$ cat config.mk
export PLATFORM = sky130hd
export DESIGN_NAME = prio_arbiter_n
export DESIGN_NICKNAME = d
export VERILOG_FILES = /design/src/rtl/arb_pkg.sv /design/src/rtl/prio_pick.sv /design/src/rtl/prio_arbiter_n.sv
export SDC_FILE = /design/constraint.sdc
export NUM_CORES = 1
export LEC_CHECK = 0
export BUFFER_PORTS_ARGS = -buffer_cell sky130_fd_sc_hd__buf_2
export CAP_MARGIN = 20
export CORE_ASPECT_RATIO = 1.1
export CORE_MARGIN = 2
export CORE_UTILIZATION = 59
export CTS_CLUSTER_DIAMETER = 200
export CTS_CLUSTER_SIZE = 30
export DETAILED_ROUTE_END_ITERATION = 8
export PLACE_DENSITY_LB_ADDON = 0.15
export SETUP_SLACK_MARGIN = 0.1
export SYNTH_ARGS = -nofsm -noshare
export SYNTH_HDL_FRONTEND = slang
export SYNTH_SLANG_ARGS = --single-unit
$ cat constraint.sdc
create_clock -name clk -period 3.3 [get_ports clk]
set_clock_uncertainty 0.2 [all_clocks]
set_input_delay 0.66 -clock clk [delete_from_list [all_inputs] [get_ports clk]]
set_output_delay 0.66 -clock clk [all_outputs]
set_load 0.01 [all_outputs]
$ cat src/rtl/arb_pkg.sv
// Shared types and helpers for the registered priority arbiter.
package arb_pkg;

  typedef enum logic [0:0] {
    ARB_IDLE  = 1'b0,
    ARB_GRANT = 1'b1
  } arb_state_t;

  // Widest requester vector the index helper supports.
  localparam int unsigned MaxN = 64;

  function automatic int unsigned onehot_to_idx(input logic [MaxN-1:0] oh);
    int unsigned idx = 0;
    for (int unsigned i = 0; i < MaxN; i++) begin
      if (oh[i]) idx = i;
    end
    return idx;
  endfunction

endpackage

$ cat src/rtl/prio_pick.sv
// Combinational highest-set-bit picker: one-hot, binary index and any flag.
module prio_pick
  import arb_pkg::*;
#(
  parameter int unsigned N = 8,
  parameter int unsigned W = $clog2(N)
) (
  input  logic [N-1:0] vec_i,
  output logic [N-1:0] onehot_o,
  output logic [W-1:0] idx_o,
  output logic         any_o
);

  logic [MaxN-1:0] oh_ext;

  always_comb begin
    onehot_o = '0;
    for (int unsigned i = 0; i < N; i++) begin
      if (vec_i[i]) begin
        onehot_o    = '0;
        onehot_o[i] = 1'b1;
      end
    end
    oh_ext         = '0;
    oh_ext[N-1:0]  = onehot_o;
    idx_o          = W'(onehot_to_idx(oh_ext));
    any_o          = |vec_i;
  end

endmodule

$ cat src/rtl/prio_arbiter_n.sv
// Registered N-requester priority arbiter with grant locking and hold-limit preemption.
// Optional round-robin search order is enabled by defining ROUND_ROBIN_EN.
module prio_arbiter_n
  import arb_pkg::*;
#(
  parameter int unsigned N        = 8,
  parameter int unsigned MAX_HOLD = 16,
  localparam int unsigned W       = $clog2(N)
) (
  input  logic         clk,
  input  logic         rst_n,
  input  logic [N-1:0] req,
  output logic [N-1:0] grant,
  output logic [W-1:0] grant_idx,
  output logic         grant_valid,
  output logic         preempt
);

  // Keeps the counter at least one bit wide when the timeout is disabled.
  localparam int unsigned HW = (MAX_HOLD > 0) ? $clog2(MAX_HOLD + 1) : 1;

  arb_state_t   state_q, state_d;
  logic [N-1:0] grant_q, grant_d;
  logic [W-1:0] grant_idx_q, grant_idx_d;
  logic         grant_valid_q, grant_valid_d;
  logic         preempt_q, preempt_d;
  logic [HW-1:0] hold_q, hold_d;
  logic [N-1:0] mask_q, mask_d;

  logic [N-1:0] req_eff;
  logic [N-1:0] pick_in, pick_oh, win_oh;
  logic [W-1:0] pick_idx, win_idx;
  logic         pick_any;
  logic         timeout;

  assign req_eff = req & ~mask_q;
  assign timeout = (MAX_HOLD > 0) && (hold_q == HW'(MAX_HOLD - 1));

  prio_pick #(
    .N(N),
    .W(W)
  ) u_pick (
    .vec_i   (pick_in),
    .onehot_o(pick_oh),
    .idx_o   (pick_idx),
    .any_o   (pick_any)
  );

`ifdef ROUND_ROBIN_EN
  logic [W-1:0] ptr_q, ptr_d;
  logic [W-1:0] src;

  // Rotate so index ptr-1 lands on the top (highest priority) position.
  always_comb begin
    pick_in = '0;
    win_oh  = '0;
    src     = '0;
    for (int unsigned j = 0; j < N; j++) begin
      src          = W'((j + 32'(ptr_q)) % N);
      pick_in[j]   = req_eff[src];
      win_oh[src]  = pick_oh[j];
    end
    win_idx = W'((32'(pick_idx) + 32'(ptr_q)) % N);
  end
`else
  assign pick_in = req_eff;
  assign win_oh  = pick_oh;
  assign win_idx = pick_idx;
`endif

  always_comb begin
    state_d       = state_q;
    grant_d       = grant_q;
    grant_idx_d   = grant_idx_q;
    grant_valid_d = grant_valid_q;
    preempt_d     = 1'b0;
    hold_d        = hold_q;
    mask_d        = mask_q;
`ifdef ROUND_ROBIN_EN
    ptr_d         = ptr_q;
`endif
    unique case (state_q)
      ARB_IDLE: begin
        // The mask covers exactly one arbitration edge.
        mask_d = '0;
        if (pick_any) begin
          state_d       = ARB_GRANT;
          grant_d       = win_oh;
          grant_idx_d   = win_idx;
          grant_valid_d = 1'b1;
          hold_d        = '0;
`ifdef ROUND_ROBIN_EN
          ptr_d         = win_idx;
`endif
        end
      end
      ARB_GRANT: begin
        if (!req[grant_idx_q] || timeout) begin
          state_d       = ARB_IDLE;
          grant_d       = '0;
          grant_idx_d   = '0;
          grant_valid_d = 1'b0;
          hold_d        = '0;
          // A simultaneous drop wins over the timeout: no preempt, no mask.
          if (req[grant_idx_q]) begin
            preempt_d = 1'b1;
            mask_d    = grant_q;
          end
        end else if (MAX_HOLD > 0) begin
          hold_d = hold_q + HW'(1);
        end
      end
      default: state_d = ARB_IDLE;
    endcase
  end

  always_ff @(posedge clk or negedge rst_n) begin
    if (!rst_n) begin
      state_q       <= ARB_IDLE;
      grant_q       <= '0;
      grant_idx_q   <= '0;
      grant_valid_q <= 1'b0;
      preempt_q     <= 1'b0;
      hold_q        <= '0;
      mask_q        <= '0;
`ifdef ROUND_ROBIN_EN
      ptr_q         <= '0;
`endif
    end else begin
      state_q       <= state_d;
      grant_q       <= grant_d;
      grant_idx_q   <= grant_idx_d;
      grant_valid_q <= grant_valid_d;
      preempt_q     <= preempt_d;
      hold_q        <= hold_d;
      mask_q        <= mask_d;
`ifdef ROUND_ROBIN_EN
      ptr_q         <= ptr_d;
`endif
    end
  end

  assign grant       = grant_q;
  assign grant_idx   = grant_idx_q;
  assign grant_valid = grant_valid_q;
  assign preempt     = preempt_q;

endmodule

# Word-level counts from Yosys, hierarchy flattened
# Cells that the tools add are included.
dict set report word_totals {
  reg_bits 27
  latch_bits 0
  ramBits 0
  mem_bits_ro 0
  in_bits 10
  output_inout_bits 13
  word_cells 59
  memories 0
}
dict set report classes {
  add_sub_neg 1
  n_mul 0
  n_div 0
  magnitude_cmp 1
  eq_ne 4
  shifts 0
  n_mux 38
  n_bitwise 3
  reduce_logical 5
}
# op count
set ops {}
lappend ops {{two-way mux 8 bit} 5}
lappend ops {{case mux 8 bit (2 select lines)} 2}
lappend ops {{two-way mux 3 bit} 7}
lappend ops {{two-way mux 5 bit} 3}
lappend ops {{two-way mux 1 bit} 10}
lappend ops {{case mux 5 bit (2 select lines)} 1}
lappend ops {{AND 8 bit} 1}
lappend ops {{NOT 8 bit} 1}
lappend ops {{OR reduction 8 bit} 1}
lappend ops {{two-way mux 7 bit} 1}
lappend ops {{two-way mux 2 bit} 3}
lappend ops {{two-way mux 6 bit} 1}
lappend ops {{case mux 3 bit (2 select lines)} 1}
lappend ops {{adder 5 x 1 -> 5 bit (second input constant)} 1}
lappend ops {{equality test 5 x 4 -> 1 bit (second input constant)} 1}
lappend ops {{less-than comparator 3 x 4 -> 1 bit (second input constant)} 1}
lappend ops {{two-way mux 4 bit} 1}
lappend ops {{inequality test 2 x 1 -> 1 bit (second input constant)} 2}
lappend ops {{case mux 1 bit (2 select lines)} 2}
lappend ops {{AND reduction 2 bit} 2}
lappend ops {{binary-select mux 1 bit (select 3 bit)} 1}
lappend ops {{inequality test 2 bit (second input constant)} 1}
lappend ops {{logical NOT 1 bit} 1}
lappend ops {{logical OR 1 bit} 1}
lappend ops {{NOT 1 bit} 1}

# Logic depth before layout (Yosys ltp)
# Gate-level depths: netlist of run 1.
dict set report depth {
  ltp_word 19
  ltp_mapped 7
  mapped_depth_nobuf 6
}

# Cells and area by module
# From an unflattened synthesis of run 1, not the netlist that was laid out.
dict set report hier_totals {
  cells_unflattened 149
  area_unflattened_um2 1570.3
}
# mod instances cells_each area_each_um2 seq_area_each_um2
set by_module_without_submodules {}
lappend by_module_without_submodules {prio_arbiter_n 1 130 1441.4 675.6}
lappend by_module_without_submodules {prio_pick 1 19 128.9 0.0}

# Worst setup path before layout of run 1
# No wires, ideal clock.
dict set report synth_timing {
  path_type {input port to flip-flop}
  from {input port req[5]}
  to {register grant_idx_q[1], in the netlist grant_idx[1]}
  setup_ns 0.066
  arrival_time_ns 1.650
  t_required_ns 3.034
  setup_slack_ns 1.384
  cell_stages 5
  path_buffers 0
  cell_sequence {nor2b_4 > nor4_2 > nand4_1 > nand2_2 > a22o_1}
}
dict set report synth_via {
  elab_chain_cells 12
  elab_cells_between_ends 20
  classes_between {eq/ne (2); mux (13); bitwise (1); reduce/logical (4)}
}
# element line
set synth_rtl {}
lappend synth_rtl {{start: declaration} prio_arbiter_n.sv:12} ;# input logic [N-1:0] req,
lappend synth_rtl {{AND 8 bit} prio_arbiter_n.sv:36} ;# assign req_eff = req & ~mask_q;
lappend synth_rtl {{two-way mux 6 bit} prio_pick.sv:19} ;# if (vec_i[i]) begin
lappend synth_rtl {{two-way mux 7 bit} prio_pick.sv:19}
lappend synth_rtl {{two-way mux 8 bit} prio_pick.sv:19}
lappend synth_rtl {{two-way mux 2 bit (2 in series)} arb_pkg.sv:15} ;# if (oh[i]) idx = i;
lappend synth_rtl {{two-way mux 3 bit (4 in series)} arb_pkg.sv:15}
lappend synth_rtl {{two-way mux 3 bit} prio_arbiter_n.sv:86} ;# if (pick_any) begin
lappend synth_rtl {{case mux 3 bit (2 select lines)} prio_arbiter_n.sv:82} ;# unique case (state_q)
lappend synth_rtl {{end signal: assignment} prio_arbiter_n.sv:132} ;# grant_idx_q <= grant_idx_d;
lappend synth_rtl {{end: declaration} prio_arbiter_n.sv:24} ;# logic [W-1:0] grant_idx_q, grant_idx_d;
# Several ways; a longest one is shown, not always the timed one. The select of a mux whose other input is x is not followed.
# A chain may end at the register's enable or synchronous reset.

# Final worst setup path of run 1
dict set report layout_timing {
  from {register grant_idx_q[0], in the netlist grant_idx[0]}
  to {register mask_q[6]}
}
dict set report layout_via {
  elab_chain_cells 6
  elab_cells_between_ends 7
  classes_between {eq/ne (2); mux (2); reduce/logical (3)}
}
# element line
set layout_rtl {}
lappend layout_rtl {{binary-select mux 1 bit (select 3 bit) *} {prio_arbiter_n.sv:98, prio_arbiter_n.sv:105}}
lappend layout_rtl {{two-way mux 1 bit (implied by the code) *} {prio_arbiter_n.sv:98, prio_arbiter_n.sv:105}}
lappend layout_rtl {{logical NOT 1 bit} prio_arbiter_n.sv:98} ;# if (!req[grant_idx_q] || timeout) begin
lappend layout_rtl {{logical OR 1 bit} prio_arbiter_n.sv:98}
lappend layout_rtl {{inequality test 2 x 1 -> 1 bit (no source line)} -}
lappend layout_rtl {{AND reduction 2 bit (no source line) *} -}
lappend layout_rtl {{end signal: assignment} prio_arbiter_n.sv:136} ;# mask_q <= mask_d;
lappend layout_rtl {{end: declaration} prio_arbiter_n.sv:28} ;# logic [N-1:0] mask_q, mask_d;
# Mark *: on every way between the ends. The rest lies on a longest branch, timed or not. The select of a mux whose other input is x is not followed.

==> results of run 1 <==
worst max path at each step:
stage	from	endpoint	cells past startpoint
global route	hold_q[0]	grant[5]	6
finish	grant_idx[0]	mask_q[6]	5
detailed placement	req[6]	mask_q[6]	6
global placement	req[6]	mask_q[6]	6
CTS	grant_idx[0]	mask_q[6]	5
floorplan	req[5]	grant_idx[1]	5
metal layers:
layer | global-route usage | up-vias
met3 | 0.0246 | 5
met1 | 0.303 | 514
met2 | 0.386 | 24
met4 | 0.0972 | 0
li1 | - | 497
met5 | 0 | -
power groups by stage:
stage / sequential (uW) / combinational [uW] / clock, uW
floorplan: 462 / 266 / 0
detailed placement: 469 / 346 / 0
CTS: 463 / 347 / 148
global route: 475 / 385 / 161
finish: 463 / 343 / 146
global placement: 465 / 338 / 0
per-stage QoR:
stage | hold WS, ns | utilization | area, sq um | setup slack (ns)
after floorplan | 0.164 | - | 1370 | 1.38
after global placement | 0.293 | 0.665 | 1480 | 1.02
after detailed placement | 0.306 | 0.665 | 1480 | 0.950
after CTS | 0.115 | 0.677 | 1510 | 1.10
after global routing | 0.146 | 0.677 | 1510 | 0.981
final | 0.103 | 0.677 | 1510 | 1.12
area by class of cell:
class	instances	area, sq um
Sequential cell	27	676
Inverter	8	30.0
Multi-Input combinational cell	88	629
Clock buffer	4	26.3
Timing Repair Buffer	22	110
Fill cell	186	721
Tap cell	30	37.5
cell families (layout without fill, tap and decap cells):
| kind of cell | Yosys count | count (layout) | synth area share |
|---|---|---|---|
| adders and majority gates | 2 | 2 | 0.0182 |
| xor gates and xnor gates | 1 | 1 | 0.00638 |
| buffers and inverters | 12 | 34 | 0.0492 |
| muxes | 12 | 12 | 0.0912 |
| and+or+nand+nor | 48 | 48 | 0.201 |
| AOI/OAI and AO/OA | 25 | 25 | 0.142 |
| DFF | 27 | 27 | 0.492 |
cell usage after synthesis, types with 2 or more instances:
cell	number	area (sq um)
a21oi_1	3	15.0
a22o_1	3	26.3
a32o_1	3	30.0
buf_6	3	33.8
dfrtp_1	27	676
ha_1	2	25.0
inv_1	8	30.0
mux2i_1	11	110
nand2_1	7	26.3
nand2b_1	3	18.8
nand3_1	4	20.0
nor2_1	16	60.1
nor2b_1	8	50.1
nor2b_4	2	27.5
o21ai_0	5	25.0
o22ai_1	2	12.5
o2bb2ai_1	2	17.5
o32ai_1	2	17.5
state kept, by name (all words and copies together) (netlist names):
signal / cells
grant_valid: 1
mask_q: 8
hold_q: 5
grant: 8
grant_idx: 3
state_q: 1
preempt: 1
==> qor.yml, run 1 <==
synth_async_sr_flop_share: 1.00
synth_seq_cells: 27
yosysWarnings: 0
drv_cap: 0
netlist-cell-type-count: 34
synth_area_sq_um: 1370
detail-route-antenna-nets: 0
cts_tree: "done"
drive_gt1_frac: 0.228
tightest_slew_ns: 0.610
cp_max_fo: 9
powerDensity_nw_per_um2: 631
route.layer.met1.wl_mm: 1.28
p_switching_uw: 377
r2r_end: "mask_q[6]"
cts_max_level: 1
fin_crit_sh: 0.662
required_ns: 3.32
leakagePower_uw: 0.000794
hp-class: "input pin to asynchronous set/reset pin"
start_kind: "register"
crit_type: "register to register"
dr.pass1.iters: 4
crit_arrival_ns: 2.20
grt_pass1_vias: 1003
path_buf_inv: 0
ctsResizeCount: 0
drt_iter0_drc: 25
antenna_found_initial: 0
post_drt_wl_per_cell_microns: 15.2
cts_sinks: 27
cpPeakStageDelay_ns: 0.55
core_area_sq_um: 2230
crit_family: "multiplexers"
final_nets: 162
cts.clk_slew.worst_paths_ns: 0.14
pwr-share-seq: 0.487
yosysSeqAreaShare: 0.492
dp.cells: 175
die_w_microns: 50.0
ir_drop_mv: 0.436
overflow: 0
gp_congestion: 0.773
drc: 0
vias: 1040
area.growth.synth_to_final_pct: 9.94
clock_latency_ns: 0.33
final-instance-count-excl-fill: 179
portBuffers: 22
end_kind: "register"
p_int_uw: 575
synth-edff-count: 0
worst-r2r-cell-count: 5
max-slew-margin-rel: 0.592
regToRegSetupSlack_ns: 1.12
wl_mm: 2.72
clockRootBuffer: "clkbuf_4"
syn_area_per_cell_sq_um: 10.8
viasPerCell: 5.81
grt.total_usage: 0.228
grt_pass1_wl_mm: 4.58
syn_inst: 127
total_power_uw: 951
critPathSlowestCell: "dfrtp_1"
antenna_cells: 0
period_needed_ns: 2.18
cts_setup_buffers: 0
p_sw_frac: 0.396
max_freq_mhz: 458
cts_buffer_depth: 2
status: "finished, final reports clean"
die_h_microns: 54.6
dp_hpwl_mm: 1.99
postSynthNetCount: 139
grt_max_degree: 28
wl_met3_microns: 83
crit_chain: "mux2_4 -> a2bb2oi_2 -> nand3_1 -> mux2i_1 -> nor2_1"
dr_wl_met2_mm: 1.30
dieArea_sq_um: 2730
combPwrFrac: 0.361
final_cell_mix: "27 x dfrtp_1, 22 x buf_2, 16 x nor2_1"
hold_viol: 0
setup_tns_ns: 0
initial_utilization: 0.616
synth_top_flop_cell: "dfrtp_1"
hold_buffers: 0
clockPowerShare: 0.153
numCtsBuffers: 3
ios: 23
setup_viol: 0
rows: 18
r2r-start: "grant_idx[0]"
highest_layer: "met4"
rsz0062_at_grt: "false"
final_common_cell: "dfrtp_1"
drv_slew: 0
No activity file was read; power rests on OpenSTA's default activity.
==> run 2, diff against run 1 <==
Settings changed: CORE_UTILIZATION 59 to 49.
Clock period 3.3 ns to 1.75 ns, I/O delays scaled along.
==> qor.yml, run 2 (synthesis results as in run 1) <==
hp-class: "input pin to register"
antenna_found_initial: 0  # unchanged
drv_cap: 0  # unchanged
detail-route-antenna-nets: 0  # unchanged
final_area_sq_um: 1740  # +16%
path_buf_inv: 1  # +1
dieArea_sq_um: 3240  # +19%
wl_mm: 3.00  # +10%
post_drt_wl_per_cell_microns: 14.8  # -2.8%
cts_sinks: 27  # unchanged
max-slew-margin-rel: 0.610  # +0.0177
drt_iter0_drc: 27  # +8.0%
ir_drop_mv: 0.739  # +69%
portBuffers: 22  # unchanged
dp_hpwl_mm: 2.22  # +11%
final_cell_mix: "26 x dfrtp_1, 22 x buf_2, 18 x buf_4"
ios: 23  # unchanged
regToRegSetupSlack_ns: -0.07  # -1.19 ns
worst-r2r-cell-count: 6  # +1
worstHoldPathCells: 3
end_kind: "register"
clockPowerShare: 0.127  # -0.026
dpl_worst_slack_ns: -0.235  # -1.19 ns
fin_hold_ws_ns: 0.237  # +0.134 ns
fin_crit_sh: 1.04  # +0.380
cts_buffer_depth: 2  # unchanged
clock_latency_ns: 0.31  # -0.02 ns
grt_pass1_vias: 1110  # +11%
rsz0062_at_grt: "true"
p_int_uw: 1240  # +120%
hold_end: "grant[6]"
cts.clk_slew.worst_paths_ns: 0.13  # about the same
drc: 0  # unchanged
max_freq_mhz: 548  # +20%
p_sw_frac: 0.391  # -0.00512
dr.pass1.iters: 4  # unchanged
leakagePower_uw: 0.000906  # +14%
min_from: "req[7]"
crit_arrival_ns: 1.84  # -0.36 ns
viasPerCell: 5.42  # -6.7%
setup_tns_ns: -0.935  # -0.935 ns
fin_ws_ns: -0.0732  # -1.19 ns
cpPeakStageDelay_ns: 0.50  # -0.05 ns
crit_chain: "mux2i_2 -> a22oi_2 -> buf_4 -> nand4b_4 -> nand2_4 -> a32o_1"
r2r_end: "grant[4]"
powerDensity_nw_per_um2: 1160  # +84%
die_w_microns: 54.5  # +9.0%
grt_pass1_wl_mm: 5.00  # +9.2%
hold_viol: 0  # unchanged
cp_max_fo: 8  # -1
drv_slew: 0  # unchanged
overflow: 0  # unchanged
grt_max_degree: 28  # unchanged
cts_max_level: 1  # unchanged
crit_family: "flip-flops"
r2r-start: "grant_idx[0]"
tightest_slew_ns: 0.585  # -0.0248 ns
combPwrFrac: 0.439  # +0.078
drive_gt1_frac: 0.359  # +0.131
final_common_cell: "dfrtp_1"
rows: 20  # +2
cts_setup_buffers: 0  # unchanged
setup_viol: 22  # +22
status: "finished with violations"
initial_utilization: 0.503  # -0.112
failed_checks: "setup timing"
p_switching_uw: 793  # +110%
final_nets: 183  # +13%
antenna_cells: 0  # unchanged
numCtsBuffers: 3  # unchanged
grt.total_usage: 0.219  # -0.00909
required_ns: 1.77  # -1.55 ns
period_needed_ns: 1.82  # -0.361 ns
area.growth.synth_to_final_pct: 27.1
gp_congestion: 0.874  # +13%
cts_tree: "done"
die_h_microns: 59.5  # +9.0%
place_area_sq_um: 1680  # +13%
critPathSlowestCell: "dfrtp_2"
start_kind: "register"
vias: 1100  # +5.8%
clockRootBuffer: "clkbuf_4"
crit_type: "register to register"
core_area_sq_um: 2730  # +22%
pwr-share-seq: 0.433  # -0.054
[run 2: per-stage QoR]
stage	total power (uW)	util	instances
after global placement	1700	0.617	197
after detailed placement	1720	0.617	197
after global routing	2180	0.639	203
final	2030	0.639	203
after floorplan	1450	-	127
after CTS	2040	0.637	203
[run 2: how the worst max path moves through the flow]
stage                 to  slack (ns)          from  cells after the start
6_report        grant[4]       -0.07  grant_idx[0]                      6
5_1_grt         grant[3]       -0.14  grant_idx[0]                      6
4_1_cts         grant[4]       -0.08  grant_idx[0]                      6
3_5_place_dp    grant[4]       -0.24  grant_idx[0]                      6
3_3_place_gp    grant[3]       -0.25  grant_idx[0]                      6
2_1_floorplan  mask_q[4]      -0.008  grant_idx[0]                      7
[run 2: power groups by stage]
stage	Clock [uW]	Combinational [uW]	Sequential, uW
6_report	258	892	879
5_1_grt	303	974	898
4_1_cts	266	893	877
3_5_place_dp	0	838	881
3_3_place_gp	0	825	875
2_1_floorplan	0	573	876
[run 2: final cells by class]
| cell class | instances | area [sq um] |
|---|---|---|
| Multi-Input combinational cell | 89 | 694 |
| Clock buffer | 4 | 26.3 |
| Timing Repair Buffer | 42 | 275 |
| Inverter | 8 | 30.0 |
| Tap cell | 33 | 41.3 |
| Fill cell | 232 | 983 |
| Sequential cell | 27 | 677 |
[run 2: tightest hold or removal path, stage by stage]
cell	delay, ns
buf_2	0.11
nand2b_1	0.10
a32o_1	0.17
[run 2: layer usage]
metal  part of all wire  GRT usage  vias to the layer above
met4              0.015     0.0857                        0
met5                  0          0                        -
li1                   -          -                      542
met3              0.037     0.0278                        6
met2               0.50      0.368                       26
met1               0.45      0.283                      526
[run 2: repair_timing]
action | in CTS | in global routing
hold buffers | 1 | 0
pin swaps | 5 | 1
gates cloned | 1 | 0
gates resized for setup | 3 | 1
setup endpoints to repair | 26 | 27
endpoints found under the hold margin | 27 | 0
==> run 3, diff against run 2 <==
Settings changed: CORE_UTILIZATION 49 to 30.
==> qor.yml, run 3 (synthesis results as in run 1) <==
period_needed_ns: 1.81  # -0.00974 ns
tightest_slew_ns: 0.643  # +0.0581 ns
dp_hpwl_mm: 2.57  # +16%
grt.total_usage: 0.150  # -0.0689
vias: 1144  # +4.0%
crit_family: "flip-flops"
final_common_cell: "dfrtp_1"
grt_pass1_wl_mm: 5.68  # +14%
setup_viol: 12  # -45%
crit_chain: "mux2_4 -> a2bb2oi_4 -> nand4b_4 -> nand2_4 -> a32o_1"
clockRootBuffer: "clkbuf_8"
dieArea_sq_um: 5130  # +58%
gp_congestion: 0.800  # -8.5%
dp.cells: 222  # +13%
antenna_cells: 0  # unchanged
hold_viol: 0  # unchanged
failed_checks: "setup timing"
critPathSlowestCell: "dfrtp_2"
cp_max_fo: 8  # unchanged
die_w_microns: 68.5  # +26%
required_ns: 1.72  # -0.05 ns
fin_crit_sh: 1.04  # -0.00557
start_kind: "register"
leakagePower_uw: 0.000938  # +3.5%
multiInputGateArea_sq_um: 736  # +5.9%
dr.pass1.iters: 4  # unchanged
cts_buffer_depth: 2  # unchanged
drive_gt1_frac: 0.399  # +0.0400
fill_cells: 432  # +86%
cts_max_level: 1  # unchanged
cts.clk_slew.worst_paths_ns: 0.10  # -0.03 ns
viasPerCell: 5.04  # -7.0%
wl_mm: 3.51  # +17%
end_kind: "register"
cts_setup_buffers: 0  # unchanged
path_buf_inv: 0  # -1
cpPeakStageDelay_ns: 0.49  # about the same
crit_arrival_ns: 1.78  # -0.06 ns
numCtsBuffers: 3  # unchanged
rsz0062_at_grt: "true"
grt_pass1_vias: 1134  # +2.2%
hp-class: "input pin to register"
grt_max_degree: 28  # unchanged
drt_iter0_drc: 37  # +37%
area.growth.synth_to_final_pct: 35.7
antenna_found_initial: 0  # unchanged
initial_utilization: 0.316  # -0.188
powerDensity_nw_per_um2: 1220  # +4.9%
crit_type: "register to register"
max-slew-margin-rel: 0.571  # -0.0387
portBuffers: 22  # unchanged
rows: 25  # +25%
cts_tree: "done"
detail-route-antenna-nets: 0  # unchanged
max_freq_mhz: 551  # +0.54%
seqCellArea_sq_um: 677  # unchanged
total_power_uw: 2270  # +12%
final_nets: 186  # +1.6%
status: "finished with violations"
fin_ws_ns: -0.0635  # +0.00974 ns
ios: 23  # unchanged
ir_drop_mv: 0.635  # -14%
drc: 0  # unchanged
final_cell_mix: "26 x dfrtp_1, 22 x buf_2, 19 x buf_4"
post_drt_wl_per_cell_microns: 15.4  # +4.7%
cts_sinks: 27  # unchanged
drv_cap: 0  # unchanged
overflow: 0  # unchanged
final-instance-count-excl-fill: 227  # +12%
core_area_sq_um: 4350  # +59%
clock_latency_ns: 0.28  # -0.03 ns
drv_slew: 0  # unchanged
die_h_microns: 74.9  # +26%
-- run 3: final cells by class --
cell class                      count  share of cell area
Multi-Input combinational cell     88               0.395
Tap cell                           54              0.0363
Timing Repair Buffer               46               0.165
Inverter                            8              0.0161
Clock buffer                        4              0.0242
Sequential cell                    27               0.363
-- run 3: tightest hold or removal path: stages --
cell,delay [ns]
buf_2,0.11
nand2b_1,0.09
a32o_1,0.16
-- run 3: through the flow --
| stage | hold WS (ns) | setup TNS (ns) | utilization | worst slack, ns | instance area (sq um) |
|---|---|---|---|---|---|
| global placement | 0.204 | -1.14 | 0.397 | -0.0803 | 1730 |
| global route | 0.288 | -1.56 | 0.428 | -0.104 | 1860 |
| CTS | 0.259 | -0.417 | 0.419 | -0.0536 | 1820 |
| detailed placement | 0.219 | -1.02 | 0.397 | -0.0796 | 1730 |
| finish | 0.266 | -0.290 | 0.428 | -0.0635 | 1860 |
| floorplan | -0.146 | -0.0666 | - | -0.00833 | 1410 |
-- run 3: final timing paths --
| check | endpoint | cells after the start | startpoint | slack (ns) |
|---|---|---|---|---|
| worst max-delay path | grant[4] | 5 | grant_idx[0] | -0.06 |
| min in group asynchronous | grant[0] | 2 | rst_n | 0.42 |
| max in group asynchronous | grant_idx[0] | 2 | rst_n | 0.47 |
| worst max register to register | grant[4] | 5 | grant_idx[0] | -0.06 |
| worst min-delay path | grant[6] | 3 | req[7] | 0.27 |
| worst min register to register | grant[6] | 1 | grant[6] | 0.33 |
-- run 3: repair_timing --
item / in CTS / in global routing
endpoints found under the hold margin: 27 / 0
hold buffers: 1 / 0
pin swaps: 4 / 6
endpoints found under the setup margin: 26 / 27
gates resized for setup: 8 / 10
-- run 3: power by group --
group / switching [uW] / total (uW) / leakage [uW] / internal, uW
sequential: 140 / 877 / 0.000362 / 737
combinational: 533 / 1030 / 0.000554 / 493
clock: 207 / 371 / 0.0000228 / 164
total: 880 / 2270 / 0.000938 / 1390
-- run 3: per-layer routing --
metal  GRT usage  routed length (microns)  vias to the layer above
li1            -                        -                      543
met1       0.193                     1530                      577
met2       0.251                     1810                       20
met3      0.0224                      121                        4
met4      0.0622                       39                        0
met5           0                        0                        -
